[src/rtl/frng_xchg_sched.sv]
`default_nettype none
// ============================================================================
// Module   : frng_xchg_sched
// Purpose  : Collects mission-clock edges into per-row pending flags and data
//            snapshots, freezes each clock while its row is outstanding, and
//            issues the rows one at a time to a put socket with retry and
//            watchdog handling.
// Revision : 1.0 - initial release
// ============================================================================
module frng_xchg_sched #(
    parameter int N_CLK     = 4,
    parameter int DATA_W    = 9,
    parameter int WDOG_MAX  = 255,
    parameter int MAX_RETRY = 3
) (
    input  logic                      clk_i,
    input  logic                      rst_i,
    input  logic [N_CLK-1:0]          clk_edge_i,
    input  logic [N_CLK-1:0]          row_mask_i,
    input  logic [N_CLK*DATA_W-1:0]   row_data_i,
    output logic [N_CLK-1:0]          freeze_clk_o,
    output logic                      put_req_o,
    output logic [$clog2(N_CLK)-1:0]  put_id_o,
    output logic [DATA_W-1:0]         put_data_o,
    input  logic                      put_ack_i,
    input  logic                      put_err_i,
    output logic                      busy_o,
    output logic                      overrun_o,
    output logic                      timeout_o,
    output logic [15:0]               xfer_cnt_o
);

    localparam int c_IDW = $clog2(N_CLK);
    localparam int c_WW  = $clog2(WDOG_MAX + 1);
    localparam int c_RW  = (MAX_RETRY > 0) ? $clog2(MAX_RETRY + 1) : 1;

    localparam logic [1:0] c_IDLE  = 2'd0;
    localparam logic [1:0] c_REQ   = 2'd1;
    localparam logic [1:0] c_RETRY = 2'd2;

    logic [1:0]        r_state;
    logic [N_CLK-1:0]  r_pending;
    logic [DATA_W-1:0] r_snap [N_CLK];
    logic              r_put_req;
    logic [c_IDW-1:0]  r_put_id;
    logic [DATA_W-1:0] r_put_data;
    logic [c_RW-1:0]   r_retry;
    logic [c_WW-1:0]   r_wdog;
    logic              r_overrun;
    logic              r_timeout;
    logic [15:0]       r_xfer;

    logic              w_in_req;
    logic              w_ok;
    logic              w_err_drop;
    logic              w_wdog_exp;
    logic              w_release;
    logic [N_CLK-1:0]  w_clr;
    logic [N_CLK-1:0]  w_edge;
    logic [c_IDW-1:0]  w_sel;

    assign w_in_req   = (r_state == c_REQ);
    assign w_ok       = w_in_req & put_ack_i & ~put_err_i;
    assign w_err_drop = w_in_req & put_ack_i & put_err_i & (r_retry == c_RW'(MAX_RETRY));
    assign w_wdog_exp = w_in_req & ~put_ack_i & (r_wdog == c_WW'(WDOG_MAX - 1));
    assign w_release  = w_ok | w_err_drop | w_wdog_exp;
    assign w_clr      = w_release ? (N_CLK'(1) << r_put_id) : '0;
    assign w_edge     = clk_edge_i & ~row_mask_i;

    // Lowest index wins: scan downward so the last hit is the smallest row.
    always_comb begin
        w_sel = '0;
        for (int i = N_CLK - 1; i >= 0; i--) begin
            if (r_pending[i]) begin
                w_sel = c_IDW'(i);
            end
        end
    end

    // A row being released this cycle accepts a fresh edge (clear-then-set)
    // instead of flagging it as an overrun.
    always_ff @(posedge clk_i or posedge rst_i) begin
        if (rst_i) begin
            r_pending <= '0;
            r_overrun <= 1'b0;
            for (int i = 0; i < N_CLK; i++) begin
                r_snap[i] <= '0;
            end
        end else begin
            for (int i = 0; i < N_CLK; i++) begin
                if (w_edge[i] && (!r_pending[i] || w_clr[i])) begin
                    r_pending[i] <= 1'b1;
                    r_snap[i]    <= row_data_i[i*DATA_W +: DATA_W];
                end else if (w_clr[i]) begin
                    r_pending[i] <= 1'b0;
                end
            end
            if (|(w_edge & r_pending & ~w_clr)) begin
                r_overrun <= 1'b1;
            end
        end
    end

    always_ff @(posedge clk_i or posedge rst_i) begin
        if (rst_i) begin
            r_state    <= c_IDLE;
            r_put_req  <= 1'b0;
            r_put_id   <= '0;
            r_put_data <= '0;
            r_retry    <= '0;
            r_wdog     <= '0;
            r_timeout  <= 1'b0;
            r_xfer     <= 16'd0;
        end else begin
            case (r_state)
                c_IDLE: begin
                    if (|r_pending) begin
                        r_put_id   <= w_sel;
                        r_put_data <= r_snap[w_sel];
                        r_put_req  <= 1'b1;
                        r_wdog     <= '0;
                        r_state    <= c_REQ;
                    end
                end
                c_REQ: begin
                    if (put_ack_i) begin
                        r_put_req <= 1'b0;
                        if (!put_err_i) begin
                            r_xfer  <= r_xfer + 16'd1;
                            r_retry <= '0;
                            r_state <= c_IDLE;
                        end else if (w_err_drop) begin
                            r_timeout <= 1'b1;
                            r_retry   <= '0;
                            r_state   <= c_IDLE;
                        end else begin
                            r_retry <= r_retry + c_RW'(1);
                            r_state <= c_RETRY;
                        end
                    end else if (w_wdog_exp) begin
                        r_put_req <= 1'b0;
                        r_timeout <= 1'b1;
                        r_retry   <= '0;
                        r_state   <= c_IDLE;
                    end else begin
                        r_wdog <= r_wdog + c_WW'(1);
                    end
                end
                c_RETRY: begin
                    r_put_req <= 1'b1;
                    r_wdog    <= '0;
                    r_state   <= c_REQ;
                end
                default: begin
                    r_put_req <= 1'b0;
                    r_state   <= c_IDLE;
                end
            endcase
        end
    end

    assign freeze_clk_o = r_pending;
    assign put_req_o    = r_put_req;
    assign put_id_o     = r_put_id;
    assign put_data_o   = r_put_data;
    assign busy_o       = (r_state != c_IDLE);
    assign overrun_o    = r_overrun;
    assign timeout_o    = r_timeout;
    assign xfer_cnt_o   = r_xfer;

endmodule
`default_nettype wire

[config.mk]
export PLATFORM = sky130hd
export DESIGN_NAME = frng_xchg_sched
export DESIGN_NICKNAME = d
export VERILOG_FILES = /design/src/rtl/frng_xchg_sched.sv
export SDC_FILE = /design/constraint.sdc
export NUM_CORES = 1
export LEC_CHECK = 0
export CAP_MARGIN = 20
export CORE_MARGIN = 5
export CORE_UTILIZATION = 41
export DETAILED_ROUTE_END_ITERATION = 10
export GPL_ROUTABILITY_DRIVEN = 1
export HOLD_SLACK_MARGIN = 0.15
export MAX_ROUTING_LAYER = met4
export PLACE_DENSITY = 0.67
export SLEW_MARGIN = 20
export SYNTH_ARGS = -nofsm -noshare
export SYNTH_HDL_FRONTEND = slang
export SYNTH_SLANG_ARGS = --single-unit
[constraint.sdc]
create_clock -name clk_i -period 3.5 [get_ports clk_i]
set_input_delay 0.875 -clock clk_i [delete_from_list [all_inputs] [get_ports clk_i]]
set_output_delay 0.875 -clock clk_i [all_outputs]
set_load 0.02 [all_outputs]
# After elaboration in Yosys (flattened, before gate mapping)
# Index checks and enable logic that the tools add are counted.
# Widths: inputs -> output; s select.
totals:
  out_inout_bits: 35
  reg_bits: 82
  in_bits: 48
  elab_cells: 113
classes:
  addsub: 3
  n_reduce_logical: 28
  order_cmp: 1
  mux: 37
  n_eq_ne: 10
  bitwise: 16
  shifts: 1
op_table:
  columns: ["cell", "n"]
  rows:
  - ["$mux 2", 12]
  - ["$mux 8", 3]
  - ["$pmux 8 s3", 1]
  - ["$bmux 9 s2", 1]
  - ["$mux 9", 2]
  - ["$add 16x1->16 const B", 1]
  - ["$mux 1", 15]
  - ["$and 4x4->4", 3]
  - ["$reduce_bool 2->1", 6]
  - ["$add 8x1->8 const B", 1]
  - ["$eq 8x8->1 const B", 1]
  - ["$not 4->4", 2]
  - ["$reduce_and 4->1", 2]
  - ["$reduce_or 4->1", 2]
  - ["$and 1x1->1", 6]
  - ["$ne 2x2->1 const B", 3]
  - ["$pmux 2 s3", 1]
  - ["$reduce_and 2->1", 3]
  - ["$eq 2x2->1 const B", 2]
  - ["$logic_and 1x1->1", 4]
  - ["$logic_not 1->1", 4]
  - ["$logic_or 1x1->1", 4]
  - ["$mux 4", 1]
  - ["$ne 2x1->1 const B", 2]
  - ["12 further kinds", 14]

# Depth between registers and ports, before layout
# Gate-level depths: netlist of the first run.
logic_depth:
  word_depth: 10
  ltp_mapped: 8
  mapped_depth_nobuf: 7

# Least setup slack after synthesis of the first run
# No wires, ideal clock.
synth_path:
  kind: "in2reg"
  start: "input port put_ack_i"
  end: "register r_snap[27] in the netlist's numbering"
  setup_time_ns: 0.125
  path_stages: 6
  arrival_ns: 2.120
  path_slack_ns: 1.255
  n_path_buf: 1
  t_required_ns: 3.375
  path_cell_list: "clkbuf_2 nand3b_1 and2b_1 a41o_2 nand2_2 mux2_2"
synth_between:
  elab_chain_len: 8
  word_cells_on_any_way: 12
  classes_between: "mux: 1; bitwise: 9; reduce/logical: 2"
synth_lines:
  columns: ["item", "line_no", "text"]
  rows:
  - ["start, declared", "25", "input logic put_ack_i,"]
  - ["$and 1x1->1", "63, 64", null]
  - ["$and 1x1->1 (2 in a row)", "64", "assign w_err_drop = w_in_req & put_ack_i & put_err_i & (r_retry == c_RW'(MAX_RETRY));"]
  - ["$or 1x1->1", "66", "assign w_release = w_ok | w_err_drop | w_wdog_exp;"]
  - ["$or 1x1->1 (*)", "66", null]
  - ["$mux 4 (*)", "67", "assign w_clr = w_release ? (N_CLK'(1) << r_put_id) : '0;"]
  - ["$logic_or 1x1->1 (*)", "91", "if (w_edge[i] && (!r_pending[i] || w_clr[i])) begin"]
  - ["$logic_and 1x1->1 (*)", "91", null]
  - ["end signal, assigned by index", "93", "r_snap[i] <= row_data_i[i*DATA_W +: DATA_W];"]
  - ["end, declared", "43", "logic [DATA_W-1:0] r_snap [N_CLK];"]
# Mark *: on every way between the ends. The rest lies on a longest branch, timed or not.
# A chain may end at the register's enable or synchronous reset.

# Worst setup path in the final report of the first run
layout_path:
  start: "input port put_ack_i"
  end: "register r_snap[7] in the netlist's numbering"
# The elaborated chain is that of the path after synthesis.

==> results of run 1 <==
==> kinds of logic after synthesis <==
kind of cell               after synthesis  share of synthesized area
xor gates and xnor gates                20                     0.0456
muxes                                   56                      0.167
DFF                                     82                      0.534
buffers and inverters                   16                     0.0221
and+or+nand+nor                         80                      0.126
adders and majority gates                4                     0.0130
AOI/OAI and AO/OA                       48                     0.0931
==> registers in the layout, summed over array words and instances, names as in the netlist, 2 cells and up <==
name / flops
r_wdog: 8
r_retry: 2
freeze_clk_o: 4
put_data_o: 9
r_snap: 36
xfer_cnt_o: 16
r_state: 2
put_id_o: 2
==> routing by layer <==
| metal | track usage | wire, µm | share of wire |
|---|---|---|---|
| met5 | - | 0 | 0 |
| met4 | 0.0384 | 70 | 0.0085 |
| met3 | 0.0361 | 368 | 0.045 |
| met2 | 0.258 | 4120 | 0.50 |
| met1 | 0.195 | 3690 | 0.45 |
==> cell usage in the layout, fill, tap and decap left out, types with 3 or more instances in the layout <==
master	instances
o21ai_0	7
a21o_1	10
nor3_1	3
xor2_1	5
nand2b_1	4
mux2_4	9
clkdlybuf4s50_1	82
clkinvlp_4	3
and3_1	3
dfrtp_1	82
xnor2_1	15
nand3_1	10
clkbuf_8	10
mux2_2	29
nor2b_1	4
a21oi_1	4
ha_1	4
inv_1	8
o22ai_1	10
nand4_1	3
nor2_1	16
mux2i_1	18
nand2_1	20
==> worst paths after layout <==
kind	startpoint	end	slack (ns)	cells after the start
setup reg to reg	freeze_clk_o[3]	put_data_o[1]	1.26	6
setup / recovery	put_ack_i	r_snap[7]	0.88	6
hold / removal	timeout_o	timeout_o	0.46	1
min in group asynchronous	rst_i	xfer_cnt_o[14]	0.87	2
hold reg to reg	timeout_o	timeout_o	0.46	1
max in group asynchronous	rst_i	put_id_o[0]	1.97	3
==> area by class of cell <==
cell class,instances,area share
inverters,9,0.00705
repair buffers,84,0.171
well taps,111,0.0279
clock inverters,6,0.00981
clock buffers,10,0.0277
multi-input cells,208,0.344
flip-flops and latches,82,0.413
==> power breakdown <==
group          internal (µW)  total (µW)  leakage, µW  switching [µW]
clock                    283         647    0.0000855             364
combinational            744        1420      0.00117             676
sequential              1290        1550      0.00103             257
==> critical path, stage by stage <==
cell             delay [ns]
clkdlybuf4s50_1        0.64
nand3b_1               0.19
and2_1                 0.25
nand4_4                0.11
a21bo_1                0.45
mux2_4                 0.34
==> metrics by stage <==
stage / cells / hold WS [ns] / power, µW / setup slack (ns)
6_report: 510 / 0.464 / 3620 / 0.880
5_1_grt: 510 / 0.491 / 3840 / 0.809
4_1_cts: 510 / 0.472 / 3670 / 0.887
3_5_place_dp: 494 / 0.455 / 3010 / 0.509
3_3_place_gp: 494 / 0.441 / 2960 / 0.576
2_1_floorplan: 306 / 0.452 / 2480 / 0.517
==> impl_metrics.py, run 1 <==
metrics = {
    "synth": {
        "netlist_instances": 306,
        "synth_commonest_cells": "dfrtp_1 (82), mux2_2 (29), nand2_1 (20), mux2i_1 (18), nor2_1 (16)",
        "ys_async_sr_fraction": 1.00,
        "syn-mean-instance-area_um2": 12.6,
        "synth_most_common_cell": "dfrtp_1",
        "yosysSeqAreaShare": 0.534,
        "synth_area_leaders": "dfrtp_1 (53%), mux2_2 (8.5%), mux2i_1 (4.7%), mux2_4 (3.5%), xnor2_1 (3.4%)",
        "synth_nets": 358,
        "synth_edf_count": 0,
        "synth_top_area_frac": 0.534,
        "ys_seq_elements": 82,
        "netlist-cell-type-count": 54,
        "synth_top_area_cell": "dfrtp_1",
        "ys.flop_type": "dfrtp_1",
        "yosys_warnings": 0,
        "syn_area_um2": 3840,
    },
    "die": {
        "ios": 83,
        "core_um2": 9200,
        "die_w_um": 107,
        "start_util": 0.418,
        "num_rows": 35,
        "dieHeight_um": 107,
        "dieArea_um2": 11400,
    },
    "clock_tree": {
        "htree_levels": 3,
        "clock-sinks": 82,
        "cts_tree": "built",
        "cts.repair.resized": 0,
        "hold_buffers": 0,
        "clk_pin_slew_ns": 0.09,
        "cts_setup_buffers": 0,
        "root_buffer": "clkbuf_8",
        "clock_path_buffers": 2,
        "clock_latency_ns": 0.36,
        "cts_buffers": 9,
    },
    "route": {
        "drt-total-wl_um": 8250,
        "firstDrtPassIters": 4,
        "ant_nets": 0,
        "drt_iter0_drc": 64,
        "wl_per_cell_um": 16.2,
        "routed_via_density": 5.18,
        "vias": 2642,
        "post-route-drc-count": 0,
    },
    "layout": {
        "fin_util": 0.541,
        "fin_area_um2": 4970,
        "fillers": 812,
        "final-seq-area_um2": 2050,
        "multi_input_area_um2": 1710,
        "diodes": 0,
        "finalNetCount": 446,
        "drive_above_1_share": 0.193,
        "synthToLayoutAreaGrowth_pct": 29.3,
    },
    "critical_path": {
        "critPathMaxFanout": 9,
        "critPathKind": "input port to flop",
        "worstSetupStartpointType": "input port",
        "cp-end-kind": "flop",
        "cp.arrival_ns": 2.86,
        "cp.required_ns": 3.74,
    },
    "power": {
        "ir_drop_v": 0.000411,
        "power.density_nw_per_um2": 727,
        "leakagePower_uw": 0.00229,
    },
    "run": {
        "maxCapViolations": 0,
    },
    "status": {
        "status": "completed",
    },
    "sta": {
        "tightest_slew_ns": 0.748,
        "drv_slew": 0,
        "fin_worst_skew_ns": 0.0109,
        "max_freq_ghz": 0.382,
        "relSlewSlack": 0.501,
        "finalCriticalPeriod_ns": 2.62,
        "setup_tns_ns": 0,
        "setup_viol": 0,
        "min_period_over_period": 0.749,
        "rsz0062_at_grt": "false",
        "timing.final.hold_violations": 0,
    },
    "place": {
        "gpl.final_weighted_congestion": 0.759,
        "portBuffers": 82,
        "dpl-instance-area_um2": 4790,
        "dp_hpwl_um": 6170,
    },
    "global_route": {
        "grt_max_degree": 53,
        "antenna_found_initial": 0,
        "grt_pass1_wl_um": 13700,
        "grt-ovfl-total": 0,
        "grt_pass1_vias": 2783,
        "grt.total_usage": 0.156,
    },
    "hold_path": {
        "hp-class": "flop to flop",
    },
}
No activity file was read; power rests on OpenSTA's default activity.
==> run 2: changes to the inputs <==
--- a/config.mk
+++ b/config.mk
@@ -12,7 +12,7 @@
 export GPL_ROUTABILITY_DRIVEN = 1
 export HOLD_SLACK_MARGIN = 0.15
 export MAX_ROUTING_LAYER = met4
-export PLACE_DENSITY = 0.67
+export PLACE_DENSITY = 0.69
 export SLEW_MARGIN = 20
 export SYNTH_ARGS = -nofsm -noshare
 export SYNTH_HDL_FRONTEND = slang
==> constraint.sdc (replaced) <==
create_clock -name clk_i -period 2.1 [get_ports clk_i]
set_input_delay 0.525 -clock clk_i [delete_from_list [all_inputs] [get_ports clk_i]]
set_output_delay 0.525 -clock clk_i [all_outputs]
set_load 0.02 [all_outputs]
==> impl_metrics.py, run 2 (same netlist as run 1, synthesis figures left out) <==
metrics = {
    "status": {
        "status": "completed",
    },
    "layout": {
        "top_register": "r_snap",
        "largest_reg_flops": 36,
        "fin_util": 0.562,
        "stdcell_count": 526,
        "multi_input_area_um2": 1730,
        "fillers": 782,
        "drive_above_1_share": 0.231,
        "final_cell_mix": "dfrtp_1 (81), clkdlybuf4s50_1 (81), mux2_2 (29)",
        "final-seq-area_um2": 2050,
        "diodes": 0,
        "synthToLayoutAreaGrowth_pct": 34.5,
        "finalNetCount": 462,
    },
    "critical_path": {
        "crit_buf_inv": 1,
        "r2r-start": "r_retry[0]",
        "reg2regPathDepth": 6,
        "critPathMaxFanout": 8,
        "worstSetupStartpointType": "flop",
        "r2r_slack_ns": 0.09,
        "path_cells": "clkdlybuf4s50_1",
        "cp_top_family": "buffers and inverters",
        "slowest_delay_ns": 0.68,
        "cp.required_ns": 1.57,
        "r2r-end": "r_snap[28]",
        "cp.arrival_ns": 1.52,
        "slowest_stage": "clkdlybuf4s50_1",
        "cp-end-kind": "output port",
        "critPathKind": "flop to output port",
    },
    "power": {
        "power.density_nw_per_um2": 1220,
        "ir_drop_v": 0.000800,
        "leakagePower_uw": 0.00242,
    },
    "sta": {
        "tightest_slew_ns": 0.700,
        "drv_slew": 0,
        "fin_worst_skew_ns": 0.0170,
        "relSlewSlack": 0.533,
        "timing.final.ws_setup_ns": 0.0557,
        "timing.final.hold_violations": 0,
        "fin_hold_ws_ns": 0.475,
        "setup_viol": 0,
        "min_period_over_period": 0.973,
        "rsz0062_at_grt": "false",
        "max_freq_ghz": 0.489,
        "setup_tns_ns": 0,
        "finalCriticalPeriod_ns": 2.04,
    },
    "hold_path": {
        "min_path_cells": 1,
        "holdPathEnd": "timeout_o",
        "min_from": "timeout_o",
        "hp-class": "flop to flop",
    },
    "die": {
        "num_rows": 35,
        "core_um2": 9200,
        "dieHeight_um": 107,
        "start_util": 0.418,
        "ios": 83,
        "dieArea_um2": 11400,
        "die_w_um": 107,
    },
    "global_route": {
        "antenna_found_initial": 0,
        "grt.total_usage": 0.158,
        "grt_pass1_vias": 2895,
        "grt_pass1_wl_um": 13900,
        "grt_max_degree": 83,
        "grt-ovfl-total": 0,
    },
    "clock_tree": {
        "clock_latency_ns": 0.35,
        "root_buffer": "clkbuf_8",
        "clk_pin_slew_ns": 0.08,
        "cts_buffers": 9,
        "hold_buffers": 0,
        "clock_path_buffers": 2,
        "htree_levels": 3,
        "cts_tree": "built",
        "clock-sinks": 82,
    },
    "place": {
        "portBuffers": 82,
        "gpl.final_weighted_congestion": 0.830,
        "dp_slack_ns": -0.319,
        "dp_hpwl_um": 6200,
        "dpl.cell_count": 509,
    },
    "route": {
        "firstDrtPassIters": 4,
        "drt-total-wl_um": 8320,
        "vias": 2748,
        "wl_per_cell_um": 15.8,
        "post-route-drc-count": 0,
        "routed_via_density": 5.22,
        "drt_iter0_drc": 60,
        "ant_nets": 0,
    },
    "run": {
        "maxCapViolations": 0,
    },
}
## run 2: cell types whose count changed in the layout (fill, tap and decap cells not counted), moves of 2 or more
cell and delta:
buf_12 +3, buf_4 +13, clkinvlp_4 -2, nand2_2 -2, nand2_4 +2
## run 2: cell type report
| type | count | share of cell area |
|---|---|---|
| Clock buffer | 10 | 0.0266 |
| Inverter | 9 | 0.00726 |
| Clock inverter | 6 | 0.0140 |
| Multi-Input combinational cell | 208 | 0.334 |
| Tap cell | 111 | 0.0269 |
| Timing Repair Buffer | 100 | 0.194 |
| Sequential cell | 82 | 0.397 |
## run 2: through the flow
| stage | cell area, µm² | total power (µW) |
|---|---|---|
| after floorplan | 3850 | 4140 |
| after global placement | 4940 | 5040 |
| after detailed placement | 4940 | 5120 |
| after CTS | 5150 | 6340 |
| after global routing | 5170 | 6680 |
| final | 5170 | 6290 |
## run 2: how the worst max path moves through the flow
stage | end | cells past startpoint | slack (ns) | startpoint
2_1_floorplan | r_snap[18] | 7 | 0.17 | r_wdog[0]
6_report | freeze_clk_o[3] | 1 | 0.06 | freeze_clk_o[3]
3_3_place_gp | r_snap[21] | 6 | -0.27 | put_err_i
3_5_place_dp | r_snap[28] | 6 | -0.32 | put_err_i
4_1_cts | r_snap[28] | 6 | 0.007 | r_retry[0]
5_1_grt | put_id_o[1] | 1 | 0.006 | put_id_o[1]
## run 2: metal layers
metal / vias to the layer above / global-route usage / routed length [µm]
li1: 1302 / - / -
met1: 1339 / 0.194 / 3570
met2: 88 / 0.263 / 4190
met3: 19 / 0.0337 / 404
met4: 0 / 0.0511 / 155
met5: - / - / 0
## run 2: what timing repair did
item / CTS / global route
resized for setup: 3 / 3
buffers inserted: 0 / 1
setup endpoints to repair: 2 / 18
## run 2: power by group
part | switching, µW | total [µW] | internal [µW]
Combinational | 1160 | 2510 | 1340
Clock | 596 | 1190 | 599
Sequential | 430 | 2590 | 2160
==> run 3: changes to the inputs <==
--- a/config.mk
+++ b/config.mk
@@ -6,7 +6,7 @@
 export NUM_CORES = 1
 export LEC_CHECK = 0
 export CAP_MARGIN = 20
-export CORE_MARGIN = 5
+export CORE_MARGIN = 2
 export CORE_UTILIZATION = 41
 export DETAILED_ROUTE_END_ITERATION = 10
 export GPL_ROUTABILITY_DRIVEN = 1
==> impl_metrics.py, run 3 (same netlist as run 1, synthesis figures left out) <==
metrics = {
    "die": {
        "num_rows": 35,
        "core_um2": 9150,
        "ios": 83,
        "dieHeight_um": 101,
        "dieArea_um2": 10200,
        "start_util": 0.420,
        "die_w_um": 101,
    },
    "route": {
        "ant_nets": 0,
        "drt_iter0_drc": 87,
        "drt-total-wl_um": 7950,
        "wl_per_cell_um": 15.2,
        "routed_via_density": 5.17,
        "firstDrtPassIters": 4,
        "post-route-drc-count": 0,
        "vias": 2708,
    },
    "critical_path": {
        "path_cells": "clkdlybuf4s50_1",
        "reg2regPathDepth": 6,
        "cp-end-kind": "output port",
        "crit_cells": 1,
        "slowest_stage": "clkdlybuf4s50_1",
        "crit_end": "put_id_o[1]",
        "critPathLaunch": "put_id_o[1]",
        "crit_buf_inv": 1,
        "r2r-end": "r_snap[26]",
        "r2r-start": "r_retry[0]",
        "cp.arrival_ns": 1.52,
        "critPathMaxFanout": 4,
        "slowest_delay_ns": 0.66,
        "critPathKind": "flop to output port",
        "cp.required_ns": 1.57,
        "worstSetupStartpointType": "flop",
        "r2r_slack_ns": 0.11,
        "cp_top_family": "buffers and inverters",
    },
    "sta": {
        "rsz0062_at_grt": "false",
        "timing.final.hold_violations": 0,
        "fin_worst_skew_ns": 0.00861,
        "drv_slew": 0,
        "timing.final.ws_setup_ns": 0.0587,
        "tightest_slew_ns": 0.734,
        "setup_viol": 0,
        "max_freq_ghz": 0.490,
        "min_period_over_period": 0.972,
        "finalCriticalPeriod_ns": 2.04,
        "relSlewSlack": 0.507,
    },
    "layout": {
        "stdcell_count": 524,
        "synthToLayoutAreaGrowth_pct": 34.1,
        "finalNetCount": 460,
        "drive_above_1_share": 0.225,
        "largest_reg_flops": 36,
        "layout_commonest_cell": "clkdlybuf4s50_1",
        "top_register": "r_snap",
        "final_cell_mix": "clkdlybuf4s50_1 (81), dfrtp_1 (80), mux2_2 (29)",
        "fillers": 778,
        "diodes": 0,
    },
    "clock_tree": {
        "clock_path_buffers": 2,
        "hold_buffers": 0,
        "root_buffer": "clkbuf_8",
        "htree_levels": 3,
        "clock_latency_ns": 0.35,
        "cts_tree": "built",
        "clock-sinks": 82,
        "cts.repair.resized": 4,
        "cts_setup_buffers": 0,
        "clk_pin_slew_ns": 0.08,
        "cts_buffers": 9,
    },
    "hold_path": {
        "hp-class": "flop to flop",
        "min_from": "timeout_o",
    },
    "status": {
        "status": "completed",
    },
    "place": {
        "dp_slack_ns": -0.287,
        "portBuffers": 82,
        "gpl.final_weighted_congestion": 0.813,
        "dpl.cell_count": 508,
        "dp_hpwl_um": 5950,
    },
    "power": {
        "p_clk_frac": 0.187,
        "seq_power_share": 0.415,
        "ir_drop_v": 0.000821,
        "switchingPower_uw": 2150,
        "pwr-share-comb": 0.399,
        "leakagePower_uw": 0.00240,
        "power.density_nw_per_um2": 1210,
        "switching_share": 0.345,
        "intPower_uw": 4080,
    },
    "global_route": {
        "antenna_found_initial": 0,
        "grt_pass1_wl_um": 12800,
        "grt_max_degree": 48,
        "grt_pass1_vias": 2699,
        "grt.total_usage": 0.169,
        "grt-ovfl-total": 0,
    },
    "run": {
        "maxCapViolations": 0,
    },
}
run 3: power groups by stage:
| stage | Combinational [µW] | Sequential [µW] | Clock (µW) |
|---|---|---|---|
| floorplan | 1420 | 2720 | 0 |
| global placement | 2460 | 2580 | 0 |
| detailed placement | 2500 | 2600 | 0 |
| CTS | 2510 | 2580 | 1190 |
| global route | 2700 | 2660 | 1260 |
| finish | 2480 | 2580 | 1160 |
run 3: stage by stage:
stage	cell area [µm²]	TNS, ns	total power (µW)	hold WS (ns)	util
2_1_floorplan	3850	0	4140	0.452	-
3_3_place_gp	4930	-8.27	5040	0.448	0.539
3_5_place_dp	4930	-8.36	5100	0.463	0.539
4_1_cts	5140	0	6280	0.482	0.562
5_1_grt	5150	0	6630	0.495	0.563
6_report	5150	0	6230	0.474	0.563
run 3: layout make-up:
type,count,area [µm²],share of cell area
Tap cell,111,139,0.0269
Multi-Input combinational cell,208,1730,0.335
Clock buffer,11,141,0.0274
Timing Repair Buffer,98,990,0.192
Sequential cell,82,2050,0.399
Clock inverter,5,63.8,0.0124
Inverter,9,37.5,0.00728
run 3: worst min-delay path by stage:
| stage | end | slack (ns) | cells after the start |
|---|---|---|---|
| floorplan | r_retry[1] | 0.45 | 2 |
| global placement | timeout_o | 0.45 | 1 |
| detailed placement | timeout_o | 0.46 | 1 |
| CTS | xfer_cnt_o[15] | 0.48 | 1 |
| global route | xfer_cnt_o[15] | 0.50 | 1 |
| finish | timeout_o | 0.47 | 1 |
run 3: worst register-to-register path, cell delays in order, from the launching register on:
cell      delay (ns)
dfrtp_1         0.39
ha_1            0.22
nand3b_1        0.22
and2_1          0.25
a41o_2          0.32
nand2_4         0.14
mux2_2          0.35
run 3: metal layers:
layer	global-route usage	up-vias	wire, µm
met5	-	-	0
li1	-	1291	-
met2	0.281	76	3950
met4	0.0601	0	113
met3	0.0319	12	359
met1	0.207	1329	3530
